==> config.mk <==
export PLATFORM = sky130hd
export DESIGN_NAME = usbf_scan_host
export DESIGN_NICKNAME = d
export VERILOG_FILES = /design/src/rtl/usbf_scan_host.sv
export SDC_FILE = /design/constraint.sdc
export NUM_CORES = 1
export LEC_CHECK = 0
export BUFFER_PORTS_ARGS = -buffer_cell sky130_fd_sc_hd__buf_4
export CORE_MARGIN = 3
export CORE_UTILIZATION = 41
export CTS_BUF_LIST = sky130_fd_sc_hd__clkbuf_2
export CTS_CLUSTER_SIZE = 10
export DETAILED_ROUTE_END_ITERATION = 12
export PLACE_DENSITY = 0.6
export RECOVER_POWER = 25
export SLEW_MARGIN = 20
export SYNTH_ARGS = -nofsm -noshare
export SYNTH_HDL_FRONTEND = slang
export SYNTH_SLANG_ARGS = --single-unit
==> constraint.sdc <==
create_clock -name clk_i -period 4.5 [get_ports clk_i]
set_input_delay 0.45 -clock clk_i [delete_from_list [all_inputs] [get_ports clk_i]]
set_output_delay 0.45 -clock clk_i [all_outputs]
set_load 0.05 [all_outputs]
==> src/rtl/usbf_scan_host.sv <==
// Scan-chain host: shifts a stimulus vector into the core and lets it settle.
// It then parallel-loads the response chain and shifts the captured vector back out.
module usbf_scan_host #(
  parameter int unsigned IN_W   = 125,
  parameter int unsigned OUT_W  = 121,
  parameter int unsigned DIV    = 2,
  parameter int unsigned SETTLE = 16
) (
  input  logic             clk_i,
  input  logic             rst_i,
  input  logic             start_i,
  input  logic [IN_W-1:0]  in_vec_i,
  output logic             busy_o,
  output logic             done_o,
  output logic [OUT_W-1:0] out_vec_o,
  output logic             shift_reg_clk_o,
  output logic             shift_reg_load_o,
  output logic             core_datain_o,
  input  logic             core_dataout_i
);

  localparam int unsigned MAXIO = (IN_W > OUT_W) ? IN_W : OUT_W;
  localparam int unsigned MAXC  = (MAXIO > SETTLE) ? MAXIO : SETTLE;
  localparam int unsigned CW    = $clog2(MAXC + 1);
  localparam int unsigned PW    = $clog2(2 * DIV);

  localparam logic [PW-1:0] PH_LAST  = PW'(2 * DIV - 1);
  localparam logic [PW-1:0] PH_CAP   = PW'(DIV - 1);
  localparam logic [PW-1:0] PH_HI    = PW'(DIV);
  localparam logic [CW-1:0] IN_LAST  = CW'(IN_W - 1);
  localparam logic [CW-1:0] OUT_LAST = CW'(OUT_W - 1);
  localparam logic [CW-1:0] SET_LAST = CW'(SETTLE - 1);

  typedef enum logic [2:0] {
    S_IDLE, S_SHIFT_IN, S_SETTLE, S_LOAD, S_SHIFT_OUT, S_DONE
  } state_t;

  state_t            state_q, state_d;
  logic [PW-1:0]     phase_q, phase_d;
  logic [CW-1:0]     cnt_q, cnt_d;
  logic [IN_W-1:0]   buf_q, buf_d;
  logic [OUT_W-1:0]  outv_q, outv_d;
  logic              sclk_q, sclk_d;
  logic              load_q, load_d;
  logic              din_q, din_d;
  logic              busy_q, busy_d;
  logic              done_q, done_d;
  logic              period_end;

  assign period_end = (phase_q == PH_LAST);

  always_comb begin
    state_d = state_q;
    phase_d = phase_q;
    cnt_d   = cnt_q;
    buf_d   = buf_q;
    outv_d  = outv_q;
    unique case (state_q)
      S_IDLE: begin
        if (start_i) begin
          state_d = S_SHIFT_IN;
          buf_d   = in_vec_i;
          phase_d = '0;
          cnt_d   = '0;
        end
      end
      S_SHIFT_IN: begin
        if (period_end) begin
          phase_d = '0;
          buf_d   = {buf_q[IN_W-2:0], 1'b0};
          if (cnt_q == IN_LAST) begin
            state_d = S_SETTLE;
            cnt_d   = '0;
          end else begin
            cnt_d = cnt_q + 1'b1;
          end
        end else begin
          phase_d = phase_q + 1'b1;
        end
      end
      S_SETTLE: begin
        if (cnt_q == SET_LAST) begin
          state_d = S_LOAD;
          cnt_d   = '0;
          phase_d = '0;
        end else begin
          cnt_d = cnt_q + 1'b1;
        end
      end
      S_LOAD: begin
        if (period_end) begin
          state_d = S_SHIFT_OUT;
          phase_d = '0;
          cnt_d   = '0;
        end else begin
          phase_d = phase_q + 1'b1;
        end
      end
      S_SHIFT_OUT: begin
        // Chain tail is sampled just before the rising edge that would advance it.
        if (phase_q == PH_CAP) outv_d = {outv_q[OUT_W-2:0], core_dataout_i};
        if (period_end) begin
          phase_d = '0;
          if (cnt_q == OUT_LAST) begin
            state_d = S_DONE;
            cnt_d   = '0;
          end else begin
            cnt_d = cnt_q + 1'b1;
          end
        end else begin
          phase_d = phase_q + 1'b1;
        end
      end
      S_DONE:  state_d = S_IDLE;
      default: state_d = S_IDLE;
    endcase

    // Outputs are registered, so derive them from the upcoming state/phase.
    sclk_d = ((state_d == S_SHIFT_IN) || (state_d == S_LOAD) || (state_d == S_SHIFT_OUT))
             && (phase_d >= PH_HI);
    load_d = (state_d == S_LOAD);
    din_d  = (state_d == S_SHIFT_IN) && buf_d[IN_W-1];
    busy_d = (state_d == S_SHIFT_IN) || (state_d == S_SETTLE) ||
             (state_d == S_LOAD) || (state_d == S_SHIFT_OUT);
    done_d = (state_d == S_DONE);
  end

  always_ff @(posedge clk_i) begin
    if (rst_i) begin
      state_q <= S_IDLE;
      phase_q <= '0;
      cnt_q   <= '0;
      buf_q   <= '0;
      outv_q  <= '0;
      sclk_q  <= 1'b0;
      load_q  <= 1'b0;
      din_q   <= 1'b0;
      busy_q  <= 1'b0;
      done_q  <= 1'b0;
    end else begin
      state_q <= state_d;
      phase_q <= phase_d;
      cnt_q   <= cnt_d;
      buf_q   <= buf_d;
      outv_q  <= outv_d;
      sclk_q  <= sclk_d;
      load_q  <= load_d;
      din_q   <= din_d;
      busy_q  <= busy_d;
      done_q  <= done_d;
    end
  end

  assign busy_o           = busy_q;
  assign done_o           = done_q;
  assign out_vec_o        = outv_q;
  assign shift_reg_clk_o  = sclk_q;
  assign shift_reg_load_o = load_q;
  assign core_datain_o    = din_q;

endmodule

### Word-level counts from Yosys, hierarchy flattened

Cells that the tools add are included.
W data, S select, Z words.

* add/sub/neg operators: 2
* multiplexer cells: 23
* multiply operators: 0
* reductions and logical operators: 14
* order comparisons: 1
* bitwise gates (word level): 0
* shift operators: 0
* div/mod/pow operators: 0
* equality and inequality tests: 18

Operators with widths (count)
* $mux W125: 2
* $pmux W125 S2: 1
* $mux W7: 7
* $pmux W7 S5: 1
* $mux W3: 7
* $pmux W3 S5: 1
* $eq A7 B7 Y1 const B: 2
* $eq A3 B2 Y1 const B: 4
* $eq A3 B3 Y1 const B: 3
* $ne A2 B2 Y1 const B: 4
* $add A7 B1 Y7 const B: 1
* $eq A7 B4 Y1 const B: 1
* $eq A3 B1 Y1 const B: 2
* $mux W2: 3
* $pmux W2 S3: 1
* $logic_or A1 B1 Y1: 5
* $reduce_and A5 Y1: 1
* $reduce_bool A5 Y1: 1
* $logic_not A3 Y1: 1
* $reduce_and A3 Y1: 1
* $reduce_or A3 Y1: 1
* $add A2 B1 Y2 const B: 1
* $eq A2 B1 Y1 const B: 1
* $eq A2 B2 Y1 const B: 1
* other kinds (4): 5

* register bits: 263
* memories kept: 0
* output and inout bits: 126
* memory bits (read-only): 0
* bits in latches: 0
* bits of input ports: 129
* RAM bits: 0
* word-level logic and storage cells: 69

### Longest topological paths before layout

* word-level depth: 8
* depth in mapped cells: 9
* gate-level depth less buffers: 7

### Worst setup path after synthesis

OpenSTA, ideal clock, no wires.

* path type: reg2reg
* start point: register cnt_q[0]
* end point: register din_q, in the netlist core_datain_o
* required time: 4413 ps
* setup time: 87 ps
* arrival: 1759 ps
* slack: 2654 ps
* period minus slack after synthesis: 1846 ps
* path buffers: 1
* cell stages (with the launch flop): 9
* path through: dfxtp_1 inv_1 ha_1 and4_1 buf_6 nor4b_4 a2111oi_2 a21oi_1 nor4b_2

* cells in the longest elaborated chain, start to end: 6
* elaborated cells between the ends (all ways): 11
* those cells by class: eq/ne: 4; mux: 6; reduce/logical: 1

Ends and longest elaborated chain
* from (decl): line 40 `logic [CW-1:0] cnt_q, cnt_d;`
* from (signal assigned): line 143 `cnt_q <= cnt_d;`
* $eq A7 B7 Y1 (on tied branches): line 104, 71
* $mux W3 (on tied branches): line 104, 71
* $mux W3 (on tied branches): line 102, 68
* $pmux W3 S5 (*): line 58 `unique case (state_q)`
* $eq A3 B1 Y1 (*): line 122 `din_d = (state_d == S_SHIFT_IN) && buf_d[IN_W-1];`
* $logic_and A1 B1 Y1 (*): line 122
* to (signal assigned): line 148 `din_q <= din_d;`
* to (decl): line 45 `logic din_q, din_d;`

Mark *: on every way between the ends. The rest lies on a longest branch, timed or not.
A chain may end at the register's enable or synchronous reset.

### Worst setup path after layout

* start point: register state_q[2]
* end point: register outv_q[72], in the netlist out_vec_o[72]

* cells in the longest elaborated chain, start to end: 2

Ends and longest elaborated chain
* from (decl): line 38 `state_t state_q, state_d;`
* from (signal assigned): line 141 `state_q <= state_d;`
* $eq A3 B3 Y1: line 58
* $reduce_and A2 Y1 (no source line)
* to (signal assigned): line 145 `outv_q <= outv_d;`
* to (decl): line 42 `logic [OUT_W-1:0] outv_q, outv_d;`

Every way passes these cells.

==> results by group <==
Routing
  • Drt drc: 0
  • Post-DRT Antenna Nets: 0
  • DR vias: 9721
  • Detailed Route WL: around 29000 µm
  • Detailed-route vias per instance: ~5
  • Post-DR wirelength/cell: 14.8 µm
  • Router iterations before antenna repair: 6
  • DRT iter0 DRCs: between 700 and 800

Global routing
  • Vias in the first global route: around 9.3k
  • Total track usage: between 20% and 30%
  • Pin count of the biggest net entering global routing: between 100 and 150
  • Initial antenna violation count: 2
  • Total gr overflow: 0
  • First-pass GRT wire length: roughly 46000 µm

Synth
  • Synth Warn #: 0
  • Post-synth ARST share: 0%
  • FF+latch count, synth: approximately 260
  • Post-synthesis xor/xnor area fraction: less than 1%
  • Largest family of logic cells by synthesized area: compound AO/OA/AOI/OAI gates
  • Distinct cells, synth: 43
  • Mux cell area share after synthesis: 0.399%
  • Syn avg cell area: around 8.3 µm²
  • Synth Area in Compound Gates: 23.9%
  • Synth Area in Adders: 0.499%
  • Number of synthesized flops with an enable pin: 0
  • Ys flop type: dfxtp_1
  • Post-Synth Simple-Gate Area: approximately 17%
  • Mapped Cells: approximately 1.2k
  • Seq/Total Area, Yosys: a little over half
  • Synthesized area: around 10000 µm²
  • Syn nets: between 1k and 1.5k

Critical path
  • Crit end category: register
  • CP cell instances: nor3b_1, nand2_4, buf_4, nand2_1, a21oi_1
  • Crit. path cell count: 5
  • Arrival time worst endpoint: ~3.8 ns
  • Reg2reg end: out_vec_o[72]$_SDFFE_PP0P_
  • CP Launch Type: register
  • Crit path required time: roughly 5.1 ns
  • Worst R2R Setup Slack: 1.30 ns
  • Delay-heaviest family, CP: simple AND/OR/NAND/NOR gates
  • Worst path max stage delay: 0.89 ns
  • Buf/Inv on CP: 1
  • Worst Setup SP: state_q[2]$_SDFF_PP0_
  • Crit path kind: reg2reg
  • R2R depth: 5
  • Max stage delay cell, worst path: nor3b_1
  • CP max FO: 87
  • Reg-to-reg startpoint: state_q[2]$_SDFF_PP0_
  • Crit path capture: out_vec_o[72]$_SDFFE_PP0P_

Final layout
  • Nets: about 1.7k
  • Share of post-route cells with drive strength above 1: 17.8%
  • Final Util: 57.0%
  • Fillers: around 2.3k
  • Synthesis-to-layout area growth: 35.0%
  • Final instance area: about 14000 µm²

Pwr
  • Pwr/cell area: 336 nW/µm²
  • P_leak: 5.07 nW
  • Max VDD drop: 0.190 mV

CTS
  • Root Driver: clkbuf_2
  • Clock latency on the worst-skew pair: around 0.8 ns
  • CTS tree: built
  • Sink Count: approximately 260
  • CTS Buf Count: 71
  • # H-tree levels: 3
  • Worst-path clk slew: about 0.090 ns
  • Setup bufs post-CTS: 0
  • Max Buffers Root-to-Sink: 3

Timing
  • RSZ-0062 raised after global routing: no
  • Setup tns final: 0 ns
  • Worst slew pin tran: approximately 1.0 ns
  • Count of final hold-check violations: 0
  • Final critical-path setup slack: ~1.3 ns
  • Slew Viols, Final: 0
  • Final setup viols: 0
  • Slew headroom: between 30% and 40%
  • Fmax: about 0.31 GHz
  • Max Clock Skew: between 0.06 and 0.07 ns
  • Period utilization: 71.2%
  • Final min period: 3.20 ns

Placed design
  • RD Place Congestion: between 0.8 and 0.9
  • Worst slack at placement: 1.69 ns
  • Port bufs: 254
  • DP HPWL: 16600 µm
  • Placement Cell Area: 12000 µm²

Die
  • Die footprint: between 20000 and 30000 µm²
  • Die X-Extent: between 150 and 200 µm
  • DIE HEIGHT: 162 µm
  • Initial Util: 42.2%
  • IO Pins: 255
  • # rows: 56
  • Core Region: ~24000 µm²

Flow run
  • Max-Cap Viols: 0

Outcome
  • Status: completed

Hold path
  • Min-delay worst type: in2reg
flip-flops by register name (all words and copies together), names as in the netlist:
signal,cells
buf_q,125
busy_o,1
cnt_q,7
core_datain_o,1
done_o,1
out_vec_o,121
phase_q,2
shift_reg_clk_o,1
shift_reg_load_o,1
state_q,3
cells in the final DEF, fill, tap and decap left out, types with 3 or more instances in the layout:
master,netlist,layout
nor2_1,14,14
dfxtp_1,263,263
nor4_1,3,3
a31oi_1,5,5
nand2_1,372,371
nand3_1,5,5
buf_4,12,166
nor3_1,8,8
a21oi_1,256,256
buf_12,0,3
mux2i_1,4,4
nand4_1,3,3
nor2b_1,3,3
dlygate4sd3_1,0,126
nand2b_1,4,4
bufinv_16,0,3
clkbuf_1,53,93
a21o_1,3,3
ha_1,4,4
clkbuf_2,0,99
inv_1,7,7
clkinv_1,0,14
a22oi_1,125,125
worst register-to-register path, delay by kind of cell, from the launching register on:
family / cells / cell delay, ns
buffers and inverters: 1 / 0.59
AOI/OAI and AO/OA: 1 / 0.06
DFF: 1 / 0.70
and+or+nand+nor: 3 / 1.71
cells in the mapped netlist (all sizes together), types with 3 or more instances:
master	instances	share of area, %
nand2	372	14
dfxtp	263	53
a21oi	256	13
a22oi	125	9.4
buf	53	3.0
clkbuf	53	2.0
nor2	15	0.64
nor3	8	0.40
inv	7	0.26
a31oi	5	0.31
nand3	5	0.25
nor4	5	0.44
ha	4	0.50
mux2i	4	0.40
nand2b	4	0.25
a21o	3	0.22
nand4	3	0.19
nor2b	3	0.19
nor4b	3	0.47
o21ai	3	0.15
cell families (layout without fill, tap and decap cells):
kind of cell / count (synthesis) / in the layout
buffers and inverters: 113 / 515
and+or+nand+nor: 424 / 424
xor gates and xnor gates: 1 / 1
muxes: 4 / 4
adders and majority gates: 4 / 4
AOI/OAI and AO/OA: 402 / 402
other: 0 / 2
DFF: 263 / 263
timing repair:
action	CTS	global route
setup endpoints to repair	0	0
hold endpoints to repair	126	0
hold buffers	126	0
resized for setup	0	0
metal layers:
layer	track usage (%)	up-vias	part of all wire [%]
met5	0	-	0
met4	8.80	0	2.8
met3	5.26	58	5.9
met2	33.5	271	48
met1	26.2	4465	43
li1	-	4927	-
per-stage QoR:
stage	std cells	hold WS, ns	total power, mW
6_report	1934	0.131	4.55
5_1_grt	1934	0.0895	4.80
4_1_cts	1932	0.0205	4.63
3_5_place_dp	1687	0.447	2.80
3_3_place_gp	1687	0.442	2.79
2_1_floorplan	1211	0.433	2.66
cell type report:
type / count / area, µm² / area share, %
multi-input cells: 835 / 4260 / 31.4
flip-flops and latches: 263 / 5270 / 38.9
inverters: 7 / 26.3 / 0.194
clock buffers: 99 / 495 / 3.66
diodes: 2 / 5.00 / 0.0370
well taps: 319 / 399 / 2.95
repair buffers: 389 / 2930 / 21.6
clock inverters: 20 / 158 / 1.16
where the power goes:
group / switching [mW] / leakage (nW) / internal, mW
combinational: 0.193 / 2.45 / 0.213
clock: 0.960 / 0.484 / 0.759
sequential: 0.0356 / 2.14 / 2.39
total: 1.19 / 5.07 / 3.37
worst min-delay path by stage:
stage	startpoint	to	cells past startpoint
global route	start_i	busy_o$_SDFF_PP0_	5
detailed placement	buf_q[30]$_SDFFE_PP0P_	buf_q[30]$_SDFFE_PP0P_	2
floorplan	buf_q[124]$_SDFF_PP0_	buf_q[124]$_SDFF_PP0_	2
global placement	buf_q[112]$_SDFFE_PP0P_	buf_q[112]$_SDFFE_PP0P_	2
CTS	start_i	busy_o$_SDFF_PP0_	5
finish	start_i	busy_o$_SDFF_PP0_	5
No activity file was read; power rests on OpenSTA's default activity.
